==> src/rtl/mcpu_ctrl_if.sv <==
// Control/status bundle between the multi-cycle controller (master) and the datapath (slave).
// The controller drives every select and strobe; the datapath returns IR contents and memory status.
interface mcpu_ctrl_if #(
   parameter int STATE_W = 4
);
   logic               MIO_ready;
   logic [31:0]        Inst;
   logic               zero;
   logic               overflow;

   logic               IorD;
   logic               IRWrite;
   logic               RegWrite;
   logic               ALUSrcA;
   logic               PCWrite;
   logic               PCWriteCond;
   logic               Branch;
   logic               shift;
   logic               unsign;
   logic [1:0]         RegDst;
   logic [1:0]         MemtoReg;
   logic [1:0]         ALUSrcB;
   logic [1:0]         PCSource;
   logic [2:0]         ALU_operation;
   logic               MemRead;
   logic               MemWrite;
   logic               CPU_MIO;
   logic [STATE_W-1:0] state;
   logic               inst_done;
   logic               illegal;

   modport master (
      input  MIO_ready, Inst, zero, overflow,
      output IorD, IRWrite, RegWrite, ALUSrcA, PCWrite, PCWriteCond, Branch, shift, unsign,
             RegDst, MemtoReg, ALUSrcB, PCSource, ALU_operation,
             MemRead, MemWrite, CPU_MIO, state, inst_done, illegal
   );

   modport slave (
      output MIO_ready, Inst, zero, overflow,
      input  IorD, IRWrite, RegWrite, ALUSrcA, PCWrite, PCWriteCond, Branch, shift, unsign,
             RegDst, MemtoReg, ALUSrcB, PCSource, ALU_operation,
             MemRead, MemWrite, CPU_MIO, state, inst_done, illegal
   );
endinterface

==> src/rtl/mcpu_ctrl.sv <==
// Moore multi-cycle MIPS controller: the state register plus a decode of (state, IR) into
// every datapath select and strobe. Memory states hold until MIO_ready.
module mcpu_ctrl #(
   parameter int STATE_W = 4
) (
   input  logic        clk,
   input  logic        reset,
   mcpu_ctrl_if.master bus
);
   typedef enum logic [STATE_W-1:0] {
      S_IF  = STATE_W'(0),
      S_ID  = STATE_W'(1),
      S_MA  = STATE_W'(2),
      S_MR  = STATE_W'(3),
      S_LWB = STATE_W'(4),
      S_MW  = STATE_W'(5),
      S_RX  = STATE_W'(6),
      S_RWB = STATE_W'(7),
      S_IX  = STATE_W'(8),
      S_IWB = STATE_W'(9),
      S_BR  = STATE_W'(10),
      S_JP  = STATE_W'(11),
      S_JAL = STATE_W'(12),
      S_JR  = STATE_W'(13),
      S_LUI = STATE_W'(14)
   } state_t;

   localparam logic [2:0] ALU_AND = 3'b000;
   localparam logic [2:0] ALU_OR  = 3'b001;
   localparam logic [2:0] ALU_ADD = 3'b010;
   localparam logic [2:0] ALU_XOR = 3'b011;
   localparam logic [2:0] ALU_NOR = 3'b100;
   localparam logic [2:0] ALU_SRL = 3'b101;
   localparam logic [2:0] ALU_SUB = 3'b110;
   localparam logic [2:0] ALU_SLT = 3'b111;

   localparam logic [5:0] OP_R    = 6'b000000;
   localparam logic [5:0] OP_J    = 6'b000010;
   localparam logic [5:0] OP_JAL  = 6'b000011;
   localparam logic [5:0] OP_BEQ  = 6'b000100;
   localparam logic [5:0] OP_BNE  = 6'b000101;
   localparam logic [5:0] OP_ADDI = 6'b001000;
   localparam logic [5:0] OP_SLTI = 6'b001010;
   localparam logic [5:0] OP_ANDI = 6'b001100;
   localparam logic [5:0] OP_ORI  = 6'b001101;
   localparam logic [5:0] OP_XORI = 6'b001110;
   localparam logic [5:0] OP_LUI  = 6'b001111;
   localparam logic [5:0] OP_LW   = 6'b100011;
   localparam logic [5:0] OP_SW   = 6'b101011;
   localparam logic [5:0] FN_JR   = 6'b001000;

   state_t     state_q, state_d;
   logic [5:0] opcode, funct;
   logic [2:0] r_op, i_op;
   logic       r_legal, r_shift, i_unsign;
   logic       unused_inputs;

   assign opcode = bus.Inst[31:26];
   assign funct  = bus.Inst[5:0];

   // Branch outcome is resolved in the datapath, and overflow raises no exception.
   assign unused_inputs = ^{bus.zero, bus.overflow, bus.Inst[25:6]};

   always_comb begin
      r_op    = ALU_ADD;
      r_legal = 1'b1;
      r_shift = 1'b0;
      case (funct)
         6'b100000: r_op = ALU_ADD;
         6'b100010: r_op = ALU_SUB;
         6'b100100: r_op = ALU_AND;
         6'b100101: r_op = ALU_OR;
         6'b100110: r_op = ALU_XOR;
         6'b100111: r_op = ALU_NOR;
         6'b101010: r_op = ALU_SLT;
         6'b000010: begin
            r_op    = ALU_SRL;
            r_shift = 1'b1;
         end
         FN_JR:     r_op = ALU_ADD;
         default:   r_legal = 1'b0;
      endcase
   end

   always_comb begin
      i_op     = ALU_ADD;
      i_unsign = 1'b0;
      case (opcode)
         OP_SLTI: i_op = ALU_SLT;
         OP_ANDI: begin i_op = ALU_AND; i_unsign = 1'b1; end
         OP_ORI:  begin i_op = ALU_OR;  i_unsign = 1'b1; end
         OP_XORI: begin i_op = ALU_XOR; i_unsign = 1'b1; end
         default: i_op = ALU_ADD;
      endcase
   end

   always_comb begin
      state_d           = state_q;
      bus.IorD          = 1'b0;
      bus.IRWrite       = 1'b0;
      bus.RegWrite      = 1'b0;
      bus.ALUSrcA       = 1'b0;
      bus.PCWrite       = 1'b0;
      bus.PCWriteCond   = 1'b0;
      bus.Branch        = 1'b0;
      bus.shift         = 1'b0;
      bus.unsign        = 1'b0;
      bus.RegDst        = 2'd0;
      bus.MemtoReg      = 2'd0;
      bus.ALUSrcB       = 2'd0;
      bus.PCSource      = 2'd0;
      bus.ALU_operation = ALU_AND;
      bus.MemRead       = 1'b0;
      bus.MemWrite      = 1'b0;
      bus.inst_done     = 1'b0;
      bus.illegal       = 1'b0;

      case (state_q)
         S_IF: begin
            bus.MemRead       = 1'b1;
            bus.ALUSrcB       = 2'd1;
            bus.ALU_operation = ALU_ADD;
            bus.PCWrite       = 1'b1;
            bus.IRWrite       = bus.MIO_ready;
            if (bus.MIO_ready) state_d = S_ID;
         end
         S_ID: begin
            // ALUOut captures the branch target speculatively while the IR is decoded.
            bus.ALUSrcB       = 2'd3;
            bus.ALU_operation = ALU_ADD;
            case (opcode)
               OP_R: begin
                  if (!r_legal) begin
                     bus.illegal   = 1'b1;
                     bus.inst_done = 1'b1;
                     state_d       = S_IF;
                  end else if (funct == FN_JR) begin
                     state_d = S_JR;
                  end else begin
                     state_d = S_RX;
                  end
               end
               OP_LW, OP_SW:                               state_d = S_MA;
               OP_ADDI, OP_SLTI, OP_ANDI, OP_ORI, OP_XORI: state_d = S_IX;
               OP_BEQ, OP_BNE:                             state_d = S_BR;
               OP_J:                                       state_d = S_JP;
               OP_JAL:                                     state_d = S_JAL;
               OP_LUI:                                     state_d = S_LUI;
               default: begin
                  bus.illegal   = 1'b1;
                  bus.inst_done = 1'b1;
                  state_d       = S_IF;
               end
            endcase
         end
         S_MA: begin
            bus.ALUSrcA       = 1'b1;
            bus.ALUSrcB       = 2'd2;
            bus.ALU_operation = ALU_ADD;
            state_d           = (opcode == OP_SW) ? S_MW : S_MR;
         end
         S_MR: begin
            bus.MemRead       = 1'b1;
            bus.IorD          = 1'b1;
            bus.ALUSrcA       = 1'b1;
            bus.ALUSrcB       = 2'd2;
            bus.ALU_operation = ALU_ADD;
            if (bus.MIO_ready) state_d = S_LWB;
         end
         S_LWB: begin
            bus.MemtoReg  = 2'd1;
            bus.RegWrite  = 1'b1;
            bus.inst_done = 1'b1;
            state_d       = S_IF;
         end
         S_MW: begin
            bus.MemWrite      = 1'b1;
            bus.IorD          = 1'b1;
            bus.ALUSrcA       = 1'b1;
            bus.ALUSrcB       = 2'd2;
            bus.ALU_operation = ALU_ADD;
            bus.inst_done     = bus.MIO_ready;
            if (bus.MIO_ready) state_d = S_IF;
         end
         S_RX: begin
            bus.ALUSrcA       = 1'b1;
            bus.ALU_operation = r_op;
            bus.shift         = r_shift;
            state_d           = S_RWB;
         end
         S_RWB: begin
            bus.RegDst    = 2'd1;
            bus.RegWrite  = 1'b1;
            bus.inst_done = 1'b1;
            state_d       = S_IF;
         end
         S_IX: begin
            bus.ALUSrcA       = 1'b1;
            bus.ALUSrcB       = 2'd2;
            bus.ALU_operation = i_op;
            bus.unsign        = i_unsign;
            state_d           = S_IWB;
         end
         S_IWB: begin
            bus.RegWrite  = 1'b1;
            bus.inst_done = 1'b1;
            state_d       = S_IF;
         end
         S_BR: begin
            bus.ALUSrcA       = 1'b1;
            bus.ALU_operation = ALU_SUB;
            bus.PCSource      = 2'd1;
            bus.PCWriteCond   = 1'b1;
            bus.Branch        = (opcode == OP_BEQ);
            bus.inst_done     = 1'b1;
            state_d           = S_IF;
         end
         S_JP: begin
            bus.PCSource  = 2'd2;
            bus.PCWrite   = 1'b1;
            bus.inst_done = 1'b1;
            state_d       = S_IF;
         end
         S_JAL: begin
            // Link value is the pre-jump PC (already PC+4), sampled on the same edge.
            bus.PCSource  = 2'd2;
            bus.PCWrite   = 1'b1;
            bus.RegDst    = 2'd2;
            bus.MemtoReg  = 2'd3;
            bus.RegWrite  = 1'b1;
            bus.inst_done = 1'b1;
            state_d       = S_IF;
         end
         S_JR: begin
            bus.PCSource  = 2'd3;
            bus.PCWrite   = 1'b1;
            bus.inst_done = 1'b1;
            state_d       = S_IF;
         end
         S_LUI: begin
            bus.MemtoReg  = 2'd2;
            bus.RegWrite  = 1'b1;
            bus.inst_done = 1'b1;
            state_d       = S_IF;
         end
         default: state_d = S_IF;
      endcase

      bus.CPU_MIO = bus.MemRead | bus.MemWrite;
   end

   always_ff @(posedge clk or posedge reset) begin
      if (reset) state_q <= S_IF;
      else       state_q <= state_d;
   end

   assign bus.state = state_q;
endmodule

==> src/flat_wrapper.sv <==
// flat-port wrapper written by rule: the top's interface ports become plain ports
module mcpu_ctrl_flat 
#(
   parameter int STATE_W = 4
)
  (clk, reset, bus_MIO_ready, bus_Inst, bus_zero, bus_overflow, bus_IorD, bus_IRWrite, bus_RegWrite, bus_ALUSrcA, bus_PCWrite, bus_PCWriteCond, bus_Branch, bus_shift, bus_unsign, bus_RegDst, bus_MemtoReg, bus_ALUSrcB, bus_PCSource, bus_ALU_operation, bus_MemRead, bus_MemWrite, bus_CPU_MIO, bus_state, bus_inst_done, bus_illegal);
  mcpu_ctrl_if #(.STATE_W(STATE_W)) bus_i ();
  input  logic clk;
  input  logic reset;
  input wire logic [$bits(bus_i.MIO_ready)-1:0] bus_MIO_ready;
  input wire logic [$bits(bus_i.Inst)-1:0] bus_Inst;
  input wire logic [$bits(bus_i.zero)-1:0] bus_zero;
  input wire logic [$bits(bus_i.overflow)-1:0] bus_overflow;
  output wire logic [$bits(bus_i.IorD)-1:0] bus_IorD;
  output wire logic [$bits(bus_i.IRWrite)-1:0] bus_IRWrite;
  output wire logic [$bits(bus_i.RegWrite)-1:0] bus_RegWrite;
  output wire logic [$bits(bus_i.ALUSrcA)-1:0] bus_ALUSrcA;
  output wire logic [$bits(bus_i.PCWrite)-1:0] bus_PCWrite;
  output wire logic [$bits(bus_i.PCWriteCond)-1:0] bus_PCWriteCond;
  output wire logic [$bits(bus_i.Branch)-1:0] bus_Branch;
  output wire logic [$bits(bus_i.shift)-1:0] bus_shift;
  output wire logic [$bits(bus_i.unsign)-1:0] bus_unsign;
  output wire logic [$bits(bus_i.RegDst)-1:0] bus_RegDst;
  output wire logic [$bits(bus_i.MemtoReg)-1:0] bus_MemtoReg;
  output wire logic [$bits(bus_i.ALUSrcB)-1:0] bus_ALUSrcB;
  output wire logic [$bits(bus_i.PCSource)-1:0] bus_PCSource;
  output wire logic [$bits(bus_i.ALU_operation)-1:0] bus_ALU_operation;
  output wire logic [$bits(bus_i.MemRead)-1:0] bus_MemRead;
  output wire logic [$bits(bus_i.MemWrite)-1:0] bus_MemWrite;
  output wire logic [$bits(bus_i.CPU_MIO)-1:0] bus_CPU_MIO;
  output wire logic [$bits(bus_i.state)-1:0] bus_state;
  output wire logic [$bits(bus_i.inst_done)-1:0] bus_inst_done;
  output wire logic [$bits(bus_i.illegal)-1:0] bus_illegal;
  assign bus_i.MIO_ready = bus_MIO_ready;
  assign bus_i.Inst = bus_Inst;
  assign bus_i.zero = bus_zero;
  assign bus_i.overflow = bus_overflow;
  assign bus_IorD = bus_i.IorD;
  assign bus_IRWrite = bus_i.IRWrite;
  assign bus_RegWrite = bus_i.RegWrite;
  assign bus_ALUSrcA = bus_i.ALUSrcA;
  assign bus_PCWrite = bus_i.PCWrite;
  assign bus_PCWriteCond = bus_i.PCWriteCond;
  assign bus_Branch = bus_i.Branch;
  assign bus_shift = bus_i.shift;
  assign bus_unsign = bus_i.unsign;
  assign bus_RegDst = bus_i.RegDst;
  assign bus_MemtoReg = bus_i.MemtoReg;
  assign bus_ALUSrcB = bus_i.ALUSrcB;
  assign bus_PCSource = bus_i.PCSource;
  assign bus_ALU_operation = bus_i.ALU_operation;
  assign bus_MemRead = bus_i.MemRead;
  assign bus_MemWrite = bus_i.MemWrite;
  assign bus_CPU_MIO = bus_i.CPU_MIO;
  assign bus_state = bus_i.state;
  assign bus_inst_done = bus_i.inst_done;
  assign bus_illegal = bus_i.illegal;
  mcpu_ctrl #(.STATE_W(STATE_W)) u_core (.clk(clk), .reset(reset), .bus(bus_i));
endmodule
==> config.mk <==
export PLATFORM = sky130hd
export DESIGN_NAME = mcpu_ctrl_flat
export DESIGN_NICKNAME = d
export VERILOG_FILES = /design/src/rtl/mcpu_ctrl_if.sv /design/src/rtl/mcpu_ctrl.sv /design/src/flat_wrapper.sv
export SDC_FILE = /design/constraint.sdc
export NUM_CORES = 1
export LEC_CHECK = 0
export ABC_AREA = 1
export BUFFER_PORTS_ARGS = -buffer_cell sky130_fd_sc_hd__buf_2
export CORE_AREA = 4 4 52 54
export DETAILED_ROUTE_END_ITERATION = 7
export DIE_AREA = 0 0 56 58
export PLACE_DENSITY = 0.79
export SLEW_MARGIN = 20
export SYNTH_ARGS = -nofsm -noshare
export SYNTH_HDL_FRONTEND = slang
export SYNTH_SLANG_ARGS = --single-unit
==> constraint.sdc <==
create_clock -name clk -period 1.39 [get_ports clk]
set_input_delay 0.139 -clock clk [delete_from_list [all_inputs] [get_ports clk]]
set_output_delay 0.139 -clock clk [all_outputs]
set_load 0.02 [all_outputs]
==> flow_summary.yaml, run 1 <==
cells_and_area:
  utilization: 0.785
  diodes: 0
  area_delta_synth_final_pct: 91.8
  layout.cells.non_filler: 286
  drive_gt1_frac: 0.570
  largest_reg_flops: 4
  nets: 297
clock_network:
  clockBufferDepth: 2
  cts_max_level: 1
  clock-root-buffer: "clkbuf_4"
  clkSinkCount: 4
  clock_latency_ns: 0.24
  cts_tree: "done"
  cts_buffers: 3
  clk_pin_slew_worst_paths_ns: 0.04
yosys:
  synth.most_common_cell: "nand2_1"
  synth_cells: 181
  synth-edff-count: 0
  netlist_area_sq_um: 905
  netlist.area_leader.share: 0.166
  synthTopCellsByCount: "nand2_1 (40), nor2_1 (37), inv_1 (26)"
  synthFlopType: "dfrtp_1"
  synth_top_cells_by_area: "nand2_1 (17%), nor2_1 (15%), dfrtp_1 (11%)"
  synth_area_leader_cell: "nand2_1"
  synth.distinct_cells: 20
  synth_async_sr_flop_share: 1.00
  synthesis.nets: 218
  yosysWarnings: 0
  avgSynthCellArea_sq_um: 5.00
  synth-seq-area-share: 0.111
  ys_seq_elements: 4
timing:
  drv_slew: 0
  finalCritPeriodShare: 1.31
  hold_violations: 0
  setup_violations: 25
  whs_ns: 0.281
  worst_slew_pin_slew_ns: 0.254
  tns_ns: -5.96
  slew-limit-headroom: 0.830
  timing.fmax_ghz: 0.550
  rsz0062_at_grt: "true"
  finClkSkew_ns: 0.00553
  finalWorstPathRequiredPeriod_ns: 1.82
  setup_slack_ns: -0.427
floorplan:
  io_pins: 66
  core_area_sq_mm: 0.00221
  dieArea_sq_mm: 0.00325
  start_util: 0.409
  num_rows: 17
  die_height_um: 58
  dieWidth_um: 56
grt:
  grt_pass1_vias: 1329
  grt_max_degree: 9
  antenna_found_initial: 0
  gr-total-overflow: 0
  grt_pass1_wl_mm: 5.88
  grt_usage: 0.222
pwr:
  power_w: 0.00299
  leakagePower_nw: 0.949
  cellPowerDensity_mw_per_mm2: 1720
  max-vdd-ir-drop_uv: 1270
routing:
  dr_wl_met3_um: 223
  drcViolationCount: 0
  drtPass1Iterations: 4
  wl_mm: 4.24
  wl_met2_mm: 2.26
  routedWlPerCell_um: 14.8
  drtIter0Drc: 78
  wirelength_met1_mm: 1.61
  num_vias: 1503
  vias_per_cell: 5.26
  final_antenna_net_count: 0
  dr.max_layer_used: "met4"
hold_path:
  hp-class: "in2reg"
place:
  port_buffers: 43
  place.gp.congestion: 0.813
  place_inst: 271
  hpwl_mm: 2.46
setup_path:
  critical_path_required_ns: 1.25
  crit_type: "reg2out"
  worstPathArrival_ns: 1.68
  critPathCaptureType: "primary output"
  cp_max_fo: 6
  critPathLaunchType: "register"
run:
  maxCapViolations: 0
run_status:
  status: "complete, but fails checks"
  violations: "setup timing"
## cells by family after synthesis
family / after synthesis / synth area share
AND/OR/NAND/NOR: 123 / 0.639
buffers and inverters: 39 / 0.162
AO/OA/AOI/OAI: 15 / 0.0885
flip-flops: 4 / 0.111
## metrics by stage
stage,area [sq um],worst slack (ns)
CTS,1610,-0.291
floorplan,951,-0.0120
detailed placement,1340,-0.106
finish,1740,-0.427
global placement,1340,-0.0779
global route,1740,-0.507
## layout make-up
type                       instances  area, sq um
multi-input combinational        138          826
fill                             158          477
clock buffer                       3         22.5
timing repair buffer              74          588
sequential                         4          105
inverter                          39          159
tap                               28         35.0
## worst max-delay path, stage by stage, from the launching register on
cell	delay (ns)
dfrtp_2	0.47
buf_6	0.15
nor2_4	0.15
inv_4	0.08
nor2_1	0.19
inv_2	0.10
nor2_1	0.14
buf_4	0.17
## cells in the final DEF, fill, tap and decap left out
| cell type | Yosys | routed |
|---|---|---|
| inv_4 | 0 | 5 |
| inv_1 | 26 | 18 |
| nand2_2 | 8 | 6 |
| buf_2 | 0 | 23 |
| o31ai_2 | 0 | 1 |
| buf_12 | 0 | 1 |
| o21ai_1 | 1 | 2 |
| nor3b_1 | 1 | 1 |
| nand4_1 | 5 | 5 |
| o21ai_2 | 0 | 3 |
| a31oi_2 | 0 | 1 |
| o21ai_4 | 0 | 1 |
| nand2_4 | 0 | 4 |
| o22ai_1 | 1 | 1 |
| o21ai_0 | 7 | 2 |
| buf_6 | 0 | 20 |
| buf_4 | 0 | 29 |
| a21oi_1 | 4 | 3 |
| dfrtp_2 | 0 | 4 |
| nand3_1 | 14 | 12 |
| dlygate4sd3_1 | 0 | 1 |
| inv_2 | 13 | 16 |
| nand3_2 | 1 | 3 |
| a21oi_2 | 0 | 1 |
| nor2_4 | 4 | 15 |
| nor2_1 | 37 | 25 |
| clkbuf_4 | 0 | 3 |
| nor2_2 | 7 | 8 |
| nand2_1 | 40 | 38 |
| or2_2 | 1 | 1 |
| nor3_1 | 5 | 3 |
| nor3_2 | 0 | 2 |
## metal layers
layer | vias to the layer above | GRT usage
li1 | 723 | -
met1 | 678 | 0.264
met2 | 86 | 0.419
met3 | 16 | 0.0156
met4 | 0 | 0.0746
met5 | - | 0
## path summary, 6_finish.rpt
kind	cells past startpoint	end	slack, ns	startpoint
max	7	bus_IRWrite	-0.43	u_core.bus.state[0]$_DFFE_PP0P_
min	4	u_core.bus.state[2]$_DFFE_PP0P_	0.28	bus_MIO_ready
max reg2reg	10	u_core.bus.state[0]$_DFFE_PP0P_	-0.17	u_core.bus.state[2]$_DFFE_PP0P_
min reg2reg	4	u_core.bus.state[0]$_DFFE_PP0P_	0.86	u_core.bus.state[0]$_DFFE_PP0P_
max in group asynchronous	3	u_core.bus.state[1]$_DFFE_PP0P_	0.88	reset
min in group asynchronous	3	u_core.bus.state[2]$_DFFE_PP0P_	0.35	reset
## repair_timing
action / 4_1_cts / 5_1_grt
gates cloned: 0 / 0
hold buffers: 1 / 0
pin swaps: 13 / 8
hold endpoints to repair: 4 / 0
setup buffers: 7 / 4
setup endpoints to repair: 20 / 28
gates resized for setup: 59 / 26
## power breakdown
group | internal, W | leakage, nW | total, W | switching [W]
Sequential | 0.000170 | 0.0471 | 0.000285 | 0.000115
Clock | 0.0000963 | 0.0138 | 0.000141 | 0.0000450
Combinational | 0.00103 | 0.888 | 0.00256 | 0.00153
Power figures use the tool's default switching activity.
==> run 2: changes to the inputs <==
--- a/config.mk
+++ b/config.mk
@@ -7,10 +7,10 @@
 export LEC_CHECK = 0
 export ABC_AREA = 1
 export BUFFER_PORTS_ARGS = -buffer_cell sky130_fd_sc_hd__buf_2
-export CORE_AREA = 4 4 52 54
+export CORE_AREA = 4 4 62 47
 export DETAILED_ROUTE_END_ITERATION = 7
-export DIE_AREA = 0 0 56 58
-export PLACE_DENSITY = 0.79
+export DIE_AREA = 0 0 66 51
+export PLACE_DENSITY = 0.78
 export SLEW_MARGIN = 20
 export SYNTH_ARGS = -nofsm -noshare
 export SYNTH_HDL_FRONTEND = slang
==> flow_summary.yaml, run 2 (synthesized netlist as in run 1, its figures left out) <==
run_status:
  status: "complete, but fails checks"
  violations: "setup timing"
cells_and_area:
  layout.cells.non_filler: 292
  area_delta_synth_final_pct: 98.5
  final_cell_mix: "nand2_1 (37), buf_4 (27), buf_6 (26)"
  drive_gt1_frac: 0.581
  diodes: 0
  fillers: 145
  layout_commonest_cell: "nand2_1"
  fin_area_sq_mm: 0.00180
  nets: 297
  largest_reg_flops: 4
timing:
  setup_slack_ns: -0.392
  worst_slew_pin_slew_ns: 0.381
  finClkSkew_ns: 0.0152
  drv_slew: 0
  setup_violations: 26
  finalCritPeriodShare: 1.28
  timing.fmax_ghz: 0.561
  rsz0062_at_grt: "true"
  hold_violations: 0
  finalWorstPathRequiredPeriod_ns: 1.78
  slew-limit-headroom: 0.744
grt:
  gr-total-overflow: 0
  grt_pass1_wl_mm: 5.58
  grt_pass1_vias: 1287
  grt_usage: 0.210
  antenna_found_initial: 0
  grt_max_degree: 9
setup_path:
  slowest_delay_ns: 0.50
  crit_type: "reg2out"
  cp_max_fo: 5
  critPathCaptureType: "primary output"
  critical_path_required_ns: 1.25
  worstPathArrival_ns: 1.64
  critPathLaunchType: "register"
  crit_path_start: "u_core.bus.state[0]$_DFFE_PP0P_"
  rr_worst_depth: 10
  cp_cell_sequence: "nand2_4, inv_4, nand2_4, inv_4, nor2_4, inv_4, nor2_4, nand4_1, buf_4"
  crit_slowest_cell: "dfrtp_2"
  r2r-end: "u_core.bus.state[0]$_DFFE_PP0P_"
  r2r_slack_ns: -0.12
  endpoint: "bus_ALUSrcA"
  timing.rr.start: "u_core.bus.state[2]$_DFFE_PP0P_"
  crit_top_cell: "inv_4"
place:
  placed_area_sq_mm: 0.00135
  port_buffers: 43
  hpwl_mm: 2.48
  pre_cts_slack_ns: -0.104
  place.gp.congestion: 0.882
  place_inst: 277
routing:
  drtIter0Drc: 200
  wl_mm: 4.71
  dr.max_layer_used: "met4"
  wirelength_met1_mm: 1.83
  num_vias: 1563
  wl_met2_mm: 2.21
  vias_per_cell: 5.35
  drtPass1Iterations: 6
  final_antenna_net_count: 0
  routedWlPerCell_um: 16.1
  dr_wl_met3_um: 393
  drcViolationCount: 0
clock_network:
  cts_tree: "done"
  cts_max_level: 1
  cts_buffers: 3
  clockBufferDepth: 2
  clkSinkCount: 4
  clock_latency_ns: 0.25
  clock-root-buffer: "clkbuf_4"
  clk_pin_slew_worst_paths_ns: 0.05
pwr:
  cellPowerDensity_mw_per_mm2: 1740
  power_w: 0.00312
  leakagePower_nw: 0.955
  max-vdd-ir-drop_uv: 1040
floorplan:
  die_height_um: 51
  num_rows: 15
  dieArea_sq_mm: 0.00337
  core_area_sq_mm: 0.00235
  io_pins: 66
  start_util: 0.386
  dieWidth_um: 66
hold_path:
  hp-class: "in2reg"
run:
  maxCapViolations: 0
[run 2: cell counts in the layout (fill, tap and decap cells not counted)]
No cell type changed its count.
[run 2: area by class of cell]
type / instances / area (sq um) / share of cell area
timing repair buffer: 74 / 606 / 0.337
tap: 34 / 42.5 / 0.0237
clock buffer: 3 / 22.5 / 0.0125
multi-input combinational: 138 / 858 / 0.478
sequential: 4 / 105 / 0.0585
inverter: 39 / 161 / 0.0899
[run 2: repair_timing]
item / CTS / global route
hold endpoints to repair: 4 / 0
setup endpoints to repair: 22 / 26
buffers inserted: 7 / 8
resized for setup: 56 / 47
pin swaps: 4 / 9
hold buffers: 1 / 0
[run 2: worst min path at each step]
stage                       from  cells past startpoint                         endpoint
global route        bus_Inst[29]                      4  u_core.bus.state[1]$_DFFE_PP0P_
global placement           reset                      2  u_core.bus.state[3]$_DFFE_PP0P_
detailed placement         reset                      2  u_core.bus.state[3]$_DFFE_PP0P_
finish              bus_Inst[29]                      4  u_core.bus.state[1]$_DFFE_PP0P_
floorplan                  reset                      1  u_core.bus.state[0]$_DFFE_PP0P_
CTS                        reset                      3  u_core.bus.state[3]$_DFFE_PP0P_
[run 2: metal layers]
metal  GRT usage  vias to the layer above
met4      0.0811                        0
li1            -                      714
met1       0.277                      684
met5           0                        -
met3      0.0242                       36
met2       0.351                      129
[run 2: through the flow]
stage | TNS (ns) | hold WS, ns | utilization
2_1_floorplan | -0.0142 | -0.0949 | -
3_3_place_gp | -0.322 | 0.0207 | 0.576
3_5_place_dp | -0.285 | 0.0219 | 0.576
4_1_cts | -2.76 | 0.306 | 0.678
5_1_grt | -6.57 | 0.332 | 0.765
6_report | -5.42 | 0.301 | 0.765
[run 2: critical path, delay by kind of cell, from the launching register on]
| family | cells | cell delay, ns |
|---|---|---|
| AND/OR/NAND/NOR | 5 | 0.56 |
| flip-flops | 1 | 0.50 |
| buffers and inverters | 4 | 0.33 |
[run 2: power by group]
group / switching, W / leakage [nW] / internal, W
registers: 0.000133 / 0.0471 / 0.000169
clock network: 0.0000626 / 0.0138 / 0.0000976
logic: 0.00156 / 0.894 / 0.00109
